==> config.mk <==
export PLATFORM = sky130hd
export DESIGN_NAME = eggtimer_ctrl
export DESIGN_NICKNAME = d
export VERILOG_FILES = /design/src/rtl/eggtimer_ctrl_pkg.sv /design/src/rtl/eggtimer_ctrl_bcd_digit.sv /design/src/rtl/eggtimer_ctrl.sv
export SDC_FILE = /design/constraint.sdc
export NUM_CORES = 1
export LEC_CHECK = 0
export ABC_AREA = 1
export BUFFER_PORTS_ARGS = -buffer_cell sky130_fd_sc_hd__buf_2
export CAP_MARGIN = 15
export CORE_MARGIN = 2
export CORE_UTILIZATION = 53
export DETAILED_ROUTE_END_ITERATION = 8
export GPL_TIMING_DRIVEN = 0
export PLACE_DENSITY_LB_ADDON = 0.25
export SLEW_MARGIN = 10
export SYNTH_ARGS = -nofsm -noshare
export SYNTH_HDL_FRONTEND = slang
export SYNTH_SLANG_ARGS = --single-unit
==> constraint.sdc <==
create_clock -name clk -period 1.7 [get_ports clk]
set_clock_uncertainty 0.15 [all_clocks]
set_input_delay 0.34 -clock clk [delete_from_list [all_inputs] [get_ports clk]]
set_output_delay 0.34 -clock clk [all_outputs]
set_load 0.005 [all_outputs]
==> src/rtl/eggtimer_ctrl_pkg.sv <==
// Shared encodings for the egg timer: mode states and BCD digit limits.
package eggtimer_ctrl_pkg;

  typedef enum logic [1:0] {
    ST_SET   = 2'd0,
    ST_RUN   = 2'd1,
    ST_PAUSE = 2'd2,
    ST_ALARM = 2'd3
  } state_t;

  localparam logic [3:0] SEC_ONES_MAX = 4'd9;
  localparam logic [3:0] SEC_TENS_MAX = 4'd5;
  localparam logic [3:0] MIN_ONES_MAX = 4'd9;
  localparam logic [3:0] MIN_TENS_MAX = 4'd9;

  // Index of each button inside the packed press-event vector.
  localparam int unsigned BTN_SEC   = 0;
  localparam int unsigned BTN_MIN   = 1;
  localparam int unsigned BTN_START = 2;
  localparam int unsigned BTN_CLEAR = 3;

endpackage

==> src/rtl/eggtimer_ctrl_bcd_digit.sv <==
// One BCD digit with wrap-around increment/decrement; carries are chained outside.
module bcd_digit #(
  parameter logic [3:0] MAX = 4'd9
) (
  input  logic       clk,
  input  logic       reset_n,
  input  logic       clr,
  input  logic       inc,
  input  logic       dec,
  output logic [3:0] count,
  output logic       at_max,
  output logic       at_zero
);

  assign at_max  = (count == MAX);
  assign at_zero = (count == 4'd0);

  always_ff @(posedge clk or negedge reset_n) begin
    if (!reset_n) begin
      count <= 4'd0;
    end else if (clr) begin
      count <= 4'd0;
    end else if (inc) begin
      count <= at_max ? 4'd0 : count + 4'd1;
    end else if (dec) begin
      count <= at_zero ? MAX : count - 4'd1;
    end
  end

endmodule

==> src/rtl/eggtimer_ctrl.sv <==
// Egg timer sequencer: button edge detection, MM:SS BCD count and SET/RUN/PAUSE/ALARM mode FSM.
//
//   state    | meaning
//   ST_SET   | time editable with sec/min buttons; start leaves if time is non-zero
//   ST_RUN   | counting down once per tick; reaching 00:00 raises the alarm
//   ST_PAUSE | time frozen; start resumes
//   ST_ALARM | time at 00:00; any press or ALARM_TICKS ticks returns to SET
module eggtimer_ctrl
  import eggtimer_ctrl_pkg::*;
#(
  parameter int unsigned ALARM_TICKS = 30
) (
  input  logic       clk,
  input  logic       reset_n,
  input  logic       tick_1hz,
  input  logic       btn_sec,
  input  logic       btn_min,
  input  logic       btn_start,
  input  logic       btn_clear,
  output logic [3:0] min_tens,
  output logic [3:0] min_ones,
  output logic [3:0] sec_tens,
  output logic [3:0] sec_ones,
  output logic       running,
  output logic       alarm,
  output logic [1:0] state
);

  localparam logic [7:0] ALARM_LAST = 8'(ALARM_TICKS - 1);

  state_t     state_q;
  logic [7:0] alarm_cnt;
  logic [3:0] btn_lvl;
  logic [3:0] btn_prev;
  logic [3:0] ev;

  logic ev_sec, ev_min, ev_start, ev_clear;
  logic time_zero, time_one;
  logic do_sec, do_min, do_dec;

  logic so_max, so_zero, st_max, st_zero, mo_max, mo_zero, mt_max, mt_zero;
  logic so_inc, st_inc, mo_inc, mt_inc;
  logic so_dec, st_dec, mo_dec, mt_dec;

  assign btn_lvl = {btn_clear, btn_start, btn_min, btn_sec};

  // Previous levels reset high so a button held through reset is not seen as a press.
  always_ff @(posedge clk or negedge reset_n) begin
    if (!reset_n) begin
      btn_prev <= 4'hF;
    end else begin
      btn_prev <= btn_lvl;
    end
  end

  assign ev       = btn_lvl & ~btn_prev;
  assign ev_sec   = ev[BTN_SEC];
  assign ev_min   = ev[BTN_MIN];
  assign ev_start = ev[BTN_START];
  assign ev_clear = ev[BTN_CLEAR];

  assign time_zero = so_zero & st_zero & mo_zero & mt_zero;
  assign time_one  = (sec_ones == 4'd1) & st_zero & mo_zero & mt_zero;

  always_comb begin
    do_sec = 1'b0;
    do_min = 1'b0;
    do_dec = 1'b0;
    if (!ev_clear) begin
      case (state_q)
        ST_SET: begin
          // A start that actually leaves SET wins over edits in the same cycle.
          if (!(ev_start && !time_zero)) begin
            do_sec = ev_sec;
            do_min = ev_min;
          end
        end
        ST_RUN:  do_dec = tick_1hz;
        default: ;
      endcase
    end
  end

  // Seconds wrap 59 -> 00 without touching minutes; minutes wrap 99 -> 00.
  assign so_inc = do_sec;
  assign st_inc = do_sec & so_max;
  assign mo_inc = do_min;
  assign mt_inc = do_min & mo_max;

  assign so_dec = do_dec;
  assign st_dec = do_dec & so_zero;
  assign mo_dec = st_dec & st_zero;
  assign mt_dec = mo_dec & mo_zero;

  bcd_digit #(.MAX(SEC_ONES_MAX)) u_sec_ones (
    .clk     (clk),
    .reset_n (reset_n),
    .clr     (ev_clear),
    .inc     (so_inc),
    .dec     (so_dec),
    .count   (sec_ones),
    .at_max  (so_max),
    .at_zero (so_zero)
  );

  bcd_digit #(.MAX(SEC_TENS_MAX)) u_sec_tens (
    .clk     (clk),
    .reset_n (reset_n),
    .clr     (ev_clear),
    .inc     (st_inc),
    .dec     (st_dec),
    .count   (sec_tens),
    .at_max  (st_max),
    .at_zero (st_zero)
  );

  bcd_digit #(.MAX(MIN_ONES_MAX)) u_min_ones (
    .clk     (clk),
    .reset_n (reset_n),
    .clr     (ev_clear),
    .inc     (mo_inc),
    .dec     (mo_dec),
    .count   (min_ones),
    .at_max  (mo_max),
    .at_zero (mo_zero)
  );

  bcd_digit #(.MAX(MIN_TENS_MAX)) u_min_tens (
    .clk     (clk),
    .reset_n (reset_n),
    .clr     (ev_clear),
    .inc     (mt_inc),
    .dec     (mt_dec),
    .count   (min_tens),
    .at_max  (mt_max),
    .at_zero (mt_zero)
  );

  always_ff @(posedge clk or negedge reset_n) begin
    if (!reset_n) begin
      state_q   <= ST_SET;
      running   <= 1'b0;
      alarm     <= 1'b0;
      alarm_cnt <= 8'd0;
    end else if (ev_clear) begin
      state_q   <= ST_SET;
      running   <= 1'b0;
      alarm     <= 1'b0;
      alarm_cnt <= 8'd0;
    end else begin
      case (state_q)
        ST_SET: begin
          if (ev_start && !time_zero) begin
            state_q <= ST_RUN;
            running <= 1'b1;
          end
        end
        ST_RUN: begin
          // The final decrement to 00:00 takes precedence over a same-cycle pause.
          if (tick_1hz && time_one) begin
            state_q <= ST_ALARM;
            running <= 1'b0;
            alarm   <= 1'b1;
          end else if (ev_start) begin
            state_q <= ST_PAUSE;
            running <= 1'b0;
          end
        end
        ST_PAUSE: begin
          if (ev_start) begin
            state_q <= ST_RUN;
            running <= 1'b1;
          end
        end
        ST_ALARM: begin
          if (ev_sec || ev_min || ev_start) begin
            state_q   <= ST_SET;
            alarm     <= 1'b0;
            alarm_cnt <= 8'd0;
          end else if (tick_1hz) begin
            if (alarm_cnt == ALARM_LAST) begin
              state_q   <= ST_SET;
              alarm     <= 1'b0;
              alarm_cnt <= 8'd0;
            end else begin
              alarm_cnt <= alarm_cnt + 8'd1;
            end
          end
        end
        default: begin
          state_q <= ST_SET;
          running <= 1'b0;
          alarm   <= 1'b0;
        end
      endcase
    end
  end

  assign state = state_q;

endmodule

[Word level (Yosys, flattened, before mapping)]
Index checks and enable logic that the tools add are counted.
Word-level totals
  bits in registers: 32
  output and inout bits: 20
Cells by class
  add/sub/neg operators: 9
  equality and inequality tests: 15
  muxes and demuxes: 54
  bitwise gates (word level): 13
  reductions and logical operators: 22
Operators with widths (count)
  4-bit two-way mux: 20
  8-bit two-way mux: 5
  1-bit two-way mux: 18
  3-bit nonzero test: 6
  4-bit by 1-bit adder with 4-bit output (second input constant): 4
  4-bit logical NOT: 4
  2-bit two-way mux: 8
  4-bit by 1-bit subtractor with 4-bit output (second input constant): 4
  4-bit == test (second input constant): 3
  4-bit != test (second input constant): 3
  1-bit AND: 11
  3-bit != test (second input constant): 3
  8-bit by 1-bit adder with 8-bit output (second input constant): 1
  8-bit by 5-bit == test with 1-bit output (second input constant): 1
  2-bit case mux with 4 select lines: 1
  4-bit AND reduction: 2
  5-bit AND reduction: 1
  4-bit AND: 1
  2-bit == test (second input constant): 2
  4-bit by 1-bit == test with 1-bit output (second input constant): 1
  4-bit by 3-bit == test with 1-bit output (second input constant): 1
  4-bit NOT: 1
  4-bit nonzero test: 1
  1-bit case mux with 3 select lines: 1
  8 further kinds: 10

[Depth between registers and ports, before layout]
Gate-level depths: netlist (run 1).
  depth in word-level cells: 12
  gate-level depth with buffers: 13
  mapped depth without buffers: 13

[Modules after synthesis]
Synthesis (run 1) repeated with hierarchy kept, for this count alone.
Second synthesis, totals
  cell total of the unflattened synthesis: 394
  area, all modules: 2727.6 sq um
By module, submodules not included
  eggtimer_ctrl: times used 1, cells an instance 171, area an instance 1179.9 sq um, sequential area each 405.4 sq um
  bcd_digit (u_min_ones ...): times used 3, cells an instance 55, area an instance 380.4 sq um, sequential area each 100.1 sq um
  bcd_digit (u_sec_tens): times used 1, cells an instance 58, area an instance 406.6 sq um, sequential area each 100.1 sq um

[Least setup slack after synthesis (run 1)]
OpenSTA, ideal clock, no wires.
  path type: register -> register
  start: register u_sec_ones.count[0]
  end: register u_min_ones.count[3]
  arrival: 1.550 ns
  required time: 1.424 ns
  slack: -0.126 ns
  stages on the path, launching flop included: 13
  clock period less this slack: 1.826 ns
  cells stage by stage: dfrtp_1 -> inv_1 -> ha_1 -> nand2_2 -> nor2_2 -> nand2_2 -> a21boi_2 -> nand2_1 -> nand2_1 -> nor2_1 -> inv_2 -> nand2_1 -> o21ai_0
Between the ends
  longest elaborated chain between the ends: 11
  elaborated cells on any way between the ends: 14
  classes of those cells: mux (5); bitwise (5); reduce/logical (4)
Ends and longest elaborated chain
  start: declaration: RTL line eggtimer_ctrl_bcd_digit.sv:10  | output logic [3:0] count,
  start signal: assignment: RTL line eggtimer_ctrl_bcd_digit.sv:24  | count <= at_max ? 4'd0 : count + 4'd1;
  start signal: assignment: RTL line eggtimer_ctrl_bcd_digit.sv:26  | count <= at_zero ? MAX : count - 4'd1;
  4-bit logical NOT *: RTL line eggtimer_ctrl_bcd_digit.sv:16  | assign at_zero = (count == 4'd0);
  1-bit AND (3 in series): RTL line eggtimer_ctrl.sv:62  | assign time_zero = so_zero & st_zero & mo_zero & mt_zero;
  1-bit logical NOT: RTL line eggtimer_ctrl.sv:73  | if (!(ev_start && !time_zero)) begin
  1-bit logical AND: RTL line eggtimer_ctrl.sv:73
  1-bit two-way mux: RTL line eggtimer_ctrl.sv:73
  1-bit two-way mux: RTL line eggtimer_ctrl.sv:70  | case (state_q)
  1-bit two-way mux: RTL line eggtimer_ctrl.sv:69  | if (!ev_clear) begin
  4-bit two-way mux: RTL line eggtimer_ctrl_bcd_digit.sv:23  | end else if (inc) begin
  4-bit two-way mux: RTL line eggtimer_ctrl_bcd_digit.sv:21  | end else if (clr) begin
  end signal: assignment: RTL line eggtimer_ctrl_bcd_digit.sv:24
  end signal: assignment: RTL line eggtimer_ctrl_bcd_digit.sv:26
  end: declaration: RTL line eggtimer_ctrl_bcd_digit.sv:10
Every way passes the cells marked *; elsewhere a longest branch is shown, timed or not.
A chain may end at the register's enable or synchronous reset.

[Worst setup path in the final report (run 1)]
  start: register u_min_ones.count[3]
  end: register u_min_tens.count[3]
Between the ends
  longest elaborated chain between the ends: 11
  elaborated cells on any way between the ends: 14
  classes of those cells: eq/ne (1); mux (5); bitwise (4); reduce/logical (4)
Ends and longest elaborated chain
  4-bit logical NOT: RTL line eggtimer_ctrl_bcd_digit.sv:16
  1-bit AND (2 in series): RTL line eggtimer_ctrl.sv:62
  1-bit logical NOT: RTL line eggtimer_ctrl.sv:73
  1-bit logical AND: RTL line eggtimer_ctrl.sv:73
  1-bit two-way mux: RTL line eggtimer_ctrl.sv:73
  1-bit two-way mux: RTL line eggtimer_ctrl.sv:70
  1-bit two-way mux: RTL line eggtimer_ctrl.sv:69
  1-bit AND: RTL line eggtimer_ctrl.sv:88  | assign mt_inc = do_min & mo_max;
  4-bit two-way mux: RTL line eggtimer_ctrl_bcd_digit.sv:23
  4-bit two-way mux: RTL line eggtimer_ctrl_bcd_digit.sv:21
  end signal: assignment: RTL line eggtimer_ctrl_bcd_digit.sv:24
  end signal: assignment: RTL line eggtimer_ctrl_bcd_digit.sv:26
  end: declaration: RTL line eggtimer_ctrl_bcd_digit.sv:10
Several ways; a longest one is shown, not always the timed one.

==> impl_metrics.tcl, run 1 <==
set metrics [dict create \
    initial_core_util_pct 56.22 \
    grt_pass1_vias 2182 \
    slew_headroom_pct 50.19 \
    rsz0062_at_grt "true" \
    grt_pass1_wl_mm 9.729 \
    vias 2467 \
    yosysTopAreaCellShare_pct 30.50 \
    path_max_fanout 5 \
    numCtsBuffers 5 \
    detailed_place_hpwl_mm 3.595 \
    drt_iter0_drc 197 \
    period_minus_slack_ns 1.897 \
    fmax_mhz 527.1 \
    grt_max_degree 33 \
    worst_setup_path_end_kind "flop" \
    syn_area_um2 2297 \
    hold_viol 0 \
    worst_pin_slew_ns 0.7472 \
    syn-instance-count 324 \
    globalRoute.totalOverflow 0 \
    clk_latency_ns 0.29 \
    die-height_um 69.84 \
    status "complete, but fails checks" \
    die_w_um 69.84 \
    worstHoldPathCells 1 \
    dp_cells 400 \
    critPathLaunchType "flop" \
    wl_per_cell_um 14.97 \
    cp_top_family "simple AND/OR/NAND/NOR gates" \
    yosysUniqueCellTypes 31 \
    dieArea_um2 4877 \
    top_level_ports 27 \
    synth_area_leaders "dfrtp_1 (31%), nand2_1 (16%), inv_1 (6.9%)" \
    cp_cell_sequence "nor2_2, nand2_2, nor2_4, nand2_4, a21boi_4, nand4_1, nand2_1, nand2_1, nand2_1, nand2_1" \
    final_cells 452 \
    drive_above_1_share_pct 41.29 \
    setup_viol 20 \
    clk_pin_slew_ns 0.06 \
    fin_setup_tns_ns -2.379 \
    ys_seq_area_share_pct 35.08 \
    cts.htree.levels 2 \
    antennaDiodeCount 0 \
    failed_checks "negative setup slack" \
    peakVddDrop_uv 1133 \
    io_buffer_count 26 \
    ys_warn_count 0 \
    slowest_delay_ns 0.43 \
    path_depth 10 \
    finalCritPeriodShare_pct 111.6 \
    drt_wl_total_mm 6.766 \
    hold_class "primary input to flop" \
    slowest_stage "dfrtp_1" \
    slew_violations 0 \
    worst-endpoint-arrival_ns 1.93 \
    yosysTopAreaCell "dfrtp_1" \
    final_common_cell "nand2_1" \
    drc 0 \
    avgSynthCellArea_um2 7.090 \
    synth.ff_latch_count 32 \
    area_growth_pct 40.14 \
    rows 23 \
    final_util_pct 78.78 \
    drv_cap 0 \
    grt_use_total_pct 24.47 \
    final_cell_mix "nand2_1 (85), buf_4 (40), inv_1 (37)" \
    vias_per_cell 5.458 \
    crit_buf_inv 0 \
    cts_buffer_depth 2 \
    antenna_found_initial 0 \
    path_class "flop to flop" \
    cts_tree "done" \
    ant_nets 0 \
    power.total_mw 5.152 \
    place.gp.congestion 0.8654 \
    clock-root-buffer "clkbuf_8" \
    core_area_um2 4086 \
    final.setup.worst_slack_ns -0.1970 \
    r2r_cells 10 \
    power_density_nw_per_um2 1600 \
    first_pass_iters 4 \
    nNetsFinal 418 \
    synth_nets 341 \
    clkSinkCount 32 \
    path_common_cell "nand2_1" \
    worstPathRequired_ns 1.73 \
    p_leak_nw 1.610 \
]
-- sequential cells by signal, summed over array words and instances (netlist names) --
name and count:
u_min_ones.count 4, state 2, u_sec_ones.count 4, u_min_tens.count 4, btn_prev 4, running 1, u_sec_tens.count 4, alarm 1
alarm_cnt 8
-- path summary, 6_finish.rpt --
path / start / endpoint / slack (ns)
max: u_min_ones.count[3] / u_min_tens.count[3] / -0.20
min: btn_start / btn_prev[2] / 0.01
max reg2reg: u_min_ones.count[3] / u_min_tens.count[3] / -0.20
min reg2reg: alarm_cnt[3] / alarm_cnt[3] / 0.38
max in group asynchronous: reset_n / state[0] / 0.38
min in group asynchronous: reset_n / u_min_ones.count[0] / 0.50
-- stage by stage --
stage	hold slack, ns	setup WS (ns)	cell area (um^2)
after floorplan	-0.1056	-0.01530	2327
after global placement	0.2884	-0.2733	2520
after detailed placement	0.2938	-0.2724	2520
after CTS	0.008681	-0.09847	2973
after global routing	0.007235	-0.3024	3219
final	0.01378	-0.1970	3219
-- cell usage after synthesis --
master and n:
a21boi_2 1, a21oi_1 10, buf_1 1, dfrtp_1 28, dfstp_2 4, ha_1 10
inv_1 42, inv_2 3, nand2_1 96, nand2_2 3, nand2_4 2, nand3_1 19
nand3b_1 3, nand4_1 2, nand4_4 2, nor2_1 32, nor2_2 5, nor2_4 8
nor3_1 4, nor3_2 1, nor3b_1 1, nor3b_2 1, o211ai_1 2, o21ai_0 28
o21ai_1 4, o21ai_2 1, o22ai_1 2, o31ai_1 1, or2_2 3, xnor2_1 1
xor2_1 4
-- metal layers --
| metal | wire length (um) | up-vias | track usage (%) |
|---|---|---|---|
| li1 | - | 1192 | - |
| met1 | 2690 | 1149 | 31.56 |
| met2 | 3493 | 106 | 41.69 |
| met4 | 213 | 0 | 5.983 |
| met3 | 368 | 20 | 5.378 |
| met5 | 0 | - | 0 |
-- cell type report --
class | instances | area [um^2]
buffer | 1 | 5.005
clock buffer | 6 | 72.57
clock inverter | 2 | 35.03
fill | 263 | 867.1
inverter | 45 | 173.9
multi-input combinational | 246 | 1580
sequential | 32 | 818.3
tap | 50 | 62.56
timing repair buffer | 70 | 471.7
-- worst reg2reg max path, cell delays in order, from the launching register on --
cell      delay (ns)
dfrtp_1         0.43
nor2_2          0.15
nand2_2         0.11
nor2_4          0.13
nand2_4         0.08
a21boi_4        0.19
nand4_1         0.23
nand2_1         0.14
nand2_1         0.07
nand2_1         0.06
nand2_1         0.04
-- timing repair --
item,4_1_cts,5_1_grt
gates resized for setup,32,47
hold buffers,1,2
hold endpoints to repair,28,2
pin swaps,15,22
setup endpoints to repair,24,28
setup buffers,31,10
-- where the power goes --
group | switching [mW] | total (mW) | internal, mW
combinational | 1.78 | 3.16 | 1.38
clock | 0.293 | 0.727 | 0.435
sequential | 0.249 | 1.27 | 1.02
-- cells by family after synthesis --
family                   after synthesis  share of synthesized area [%]
AO/OA/AOI/OAI                         49                          11.55
flip-flops                            32                          35.08
XOR/XNOR                               5                          1.906
AND/OR/NAND/NOR                      182                          38.51
buffers and inverters                 46                          7.516
adder cells (fa/ha/maj)               10                          5.447
No activity file was read; power rests on OpenSTA's default activity.
==> run 2, diff against run 1 <==
--- a/config.mk
+++ b/config.mk
@@ -5,11 +5,12 @@
 export SDC_FILE = /design/constraint.sdc
 export NUM_CORES = 1
 export LEC_CHECK = 0
-export ABC_AREA = 1
 export BUFFER_PORTS_ARGS = -buffer_cell sky130_fd_sc_hd__buf_2
 export CAP_MARGIN = 15
+export CELL_PAD_IN_SITES_DETAIL_PLACEMENT = 1
+export CELL_PAD_IN_SITES_GLOBAL_PLACEMENT = 1
 export CORE_MARGIN = 2
-export CORE_UTILIZATION = 53
+export CORE_UTILIZATION = 40
 export DETAILED_ROUTE_END_ITERATION = 8
 export GPL_TIMING_DRIVEN = 0
 export PLACE_DENSITY_LB_ADDON = 0.25
==> run 2 against run 1 <==
  * Highest routed layer unchanged
  * Synthesized cell count fell by 17%
  * Sequential share of layout area fell by 1.6 points
  * Combinational power rose by 11%
  * Core utilization fell by 17 points
  * Via count fell by 2.6%
  * Register-to-register slack got worse by 0.30 ns
  * Largest power group unchanged
  * The run ends with negative hold slack, negative setup slack left
  * Worst setup slack got worse by 0.30 ns
==> impl_metrics.tcl, run 2 <==
set metrics [dict create \
    cts_tree "done" \
    clk_latency_ns 0.30 \
    wl_per_cell_um 21.00 \
    ant_nets 0 \
    slew_violations 0 \
    synth_nets 285 \
    dp_cells 366 \
    synthFlopType "dfrtp_1" \
    synth_area_leaders "dfrtp_1 (30%), ha_1 (5.4%), o21ai_0 (4.9%)" \
    critPathLaunchType "flop" \
    busiest_layer "met2" \
    finalCritPeriodShare_pct 129.1 \
    grt_util_met3_pct 3.820 \
    rows 27 \
    drt_iter0_drc 143 \
    drt_wl_total_mm 8.525 \
    synthXorXnorAreaFrac_pct 1.501 \
    worstPathRequired_ns 1.75 \
    die_w_um 80.40 \
    worst_setup_path_end_kind "flop" \
    async_reset_ff_share_pct 100.0 \
    worst-endpoint-arrival_ns 2.25 \
    io_buffer_count 26 \
    path_class "flop to flop" \
    regMostFlops "alarm_cnt" \
    ys_seq_area_share_pct 34.51 \
    holdWs_ns -0.03797 \
    grt_pass1_wl_mm 12.58 \
    drive_above_1_share_pct 53.59 \
    syn-instance-count 268 \
    yosys.area_share.simple_pct 28.62 \
    vias_per_cell 5.916 \
    synth-edff-count 0 \
    fmax_mhz 455.5 \
    final_cells 406 \
    setup_viol 28 \
    rsz0062_at_grt "true" \
    numCtsBuffers 5 \
    largest_register_ffs 8 \
    synthMuxAreaShare_pct 2.733 \
    power.total_mw 5.444 \
    period_minus_slack_ns 2.195 \
    area_growth_pct 47.00 \
    cts.htree.levels 2 \
    drv_cap 0 \
    synth_top_family_by_area "simple AND/OR/NAND/NOR gates" \
    fill_cells 610 \
    yosysMostFrequentCell "dfrtp_1" \
    syn_area_um2 2335 \
    status "complete, but fails checks" \
    met1_usage_pct 33.03 \
    clkSinkCount 32 \
    grt_use_total_pct 25.18 \
    synth.cells.most_frequent "dfrtp_1 (28), nand2_1 (25), o21ai_0 (23)" \
    core_area_um2 5574 \
    avgSynthCellArea_um2 8.712 \
    final.setup.worst_slack_ns -0.4954 \
    synth_compound_area_share_pct 21.33 \
    fin_setup_tns_ns -8.736 \
    grt_pass1_vias 2430 \
    ys_warn_count 0 \
    synth_fa_ha_area_share_pct 5.359 \
    synth.ff_latch_count 32 \
    worst_pin_slew_ns 0.7788 \
    place.gp.congestion 0.8045 \
    peakVddDrop_uv 844.6 \
    drc 0 \
    r2r_setup_slack_ns -0.50 \
    hold_class "primary input to async pin" \
    hold_viol 28 \
    dieArea_um2 6464 \
    nNetsFinal 350 \
    final_cell_mix "buf_4 (33), buf_2 (27), nor2_1 (21)" \
    grt_max_degree 33 \
    die-height_um 80.40 \
    yosysTopAreaCellShare_pct 30.01 \
    clock-root-buffer "clkbuf_8" \
    globalRoute.totalOverflow 0 \
    cts_buffer_depth 2 \
    power_density_nw_per_um2 1586 \
    detailed_place_hpwl_mm 4.535 \
    final_util_pct 61.57 \
    final_common_cell "buf_4" \
    grt_use_met2_pct 43.58 \
    top_level_ports 27 \
    vias 2402 \
    p_leak_nw 1.442 \
    failed_checks "negative hold slack, negative setup slack" \
    hold_buffers 0 \
    antennaDiodeCount 0 \
    yosysUniqueCellTypes 58 \
    yosysTopAreaCell "dfrtp_1" \
    first_pass_iters 4 \
    clk_pin_slew_ns 0.08 \
    antenna_found_initial 0 \
    initial_core_util_pct 41.89 \
    path_max_fanout 5 \
    slew_headroom_pct 48.08 \
]
-- run 2: per-layer routing --
layer	vias up	share of wire [%]
li1	1104	-
met2	49	51
met5	-	0
met3	16	3.3
met1	1233	44
met4	0	1.9
-- run 2: logic make-up after synthesis --
logic type               Yosys count
AO/OA/AOI/OAI                     76
XOR/XNOR                           4
adder cells (fa/ha/maj)           10
buffers and inverters             28
flip-flops                        32
multiplexers                       6
AND/OR/NAND/NOR                  112
-- run 2: area by class of cell --
class / count / area (um^2) / share of cell area (%)
plain buffers: 6 / 51.30 / 1.495
clock buffers: 6 / 82.58 / 2.406
clock inverters: 2 / 10.01 / 0.2917
inverters: 12 / 45.04 / 1.312
multi-input cells: 208 / 1834 / 53.45
flip-flops and latches: 32 / 818.3 / 23.84
well taps: 72 / 90.09 / 2.625
repair buffers: 68 / 500.5 / 14.58
-- run 2: final timing paths --
check	to	start	depth (start not counted)
worst max-delay path	u_min_ones.count[1]	u_sec_ones.count[0]	7
worst min-delay path	u_sec_ones.count[0]	reset_n	1
worst max register to register	u_min_ones.count[1]	u_sec_ones.count[0]	7
worst min register to register	alarm_cnt[3]	alarm_cnt[3]	1
max in group asynchronous	u_min_ones.count[0]	reset_n	1
min in group clk	btn_prev[0]	btn_sec	1
-- run 2: critical path, stage by stage (launching register included) --
cell and delay (ns):
dfrtp_2 0.43, inv_2 0.10, ha_4 0.15, and4bb_2 0.25
nand4_4 0.16, a21o_4 0.27, or3_4 0.33, a311oi_2 0.25
-- run 2: through the flow --
stage          cell area [um^2]  setup slack, ns
2_1_floorplan              2446          -0.4559
6_report                   3432          -0.4954
4_1_cts                    3211          -0.4377
3_5_place_dp               2666          -0.7408
5_1_grt                    3432          -0.5713
3_3_place_gp               2666          -0.7486
-- run 2: repair_timing --
action / 4_1_cts / 5_1_grt
gates resized for setup: 54 / 51
setup buffers: 33 / 10
endpoints found under the setup margin: 28 / 28
pin swaps: 27 / 19
-- run 2: power by group --
part	leakage, nW	total, mW	internal [mW]	switching, mW
registers	0.404	1.30	0.977	0.326
logic	0.987	3.50	1.69	1.81
clock network	0.0510	0.645	0.324	0.322
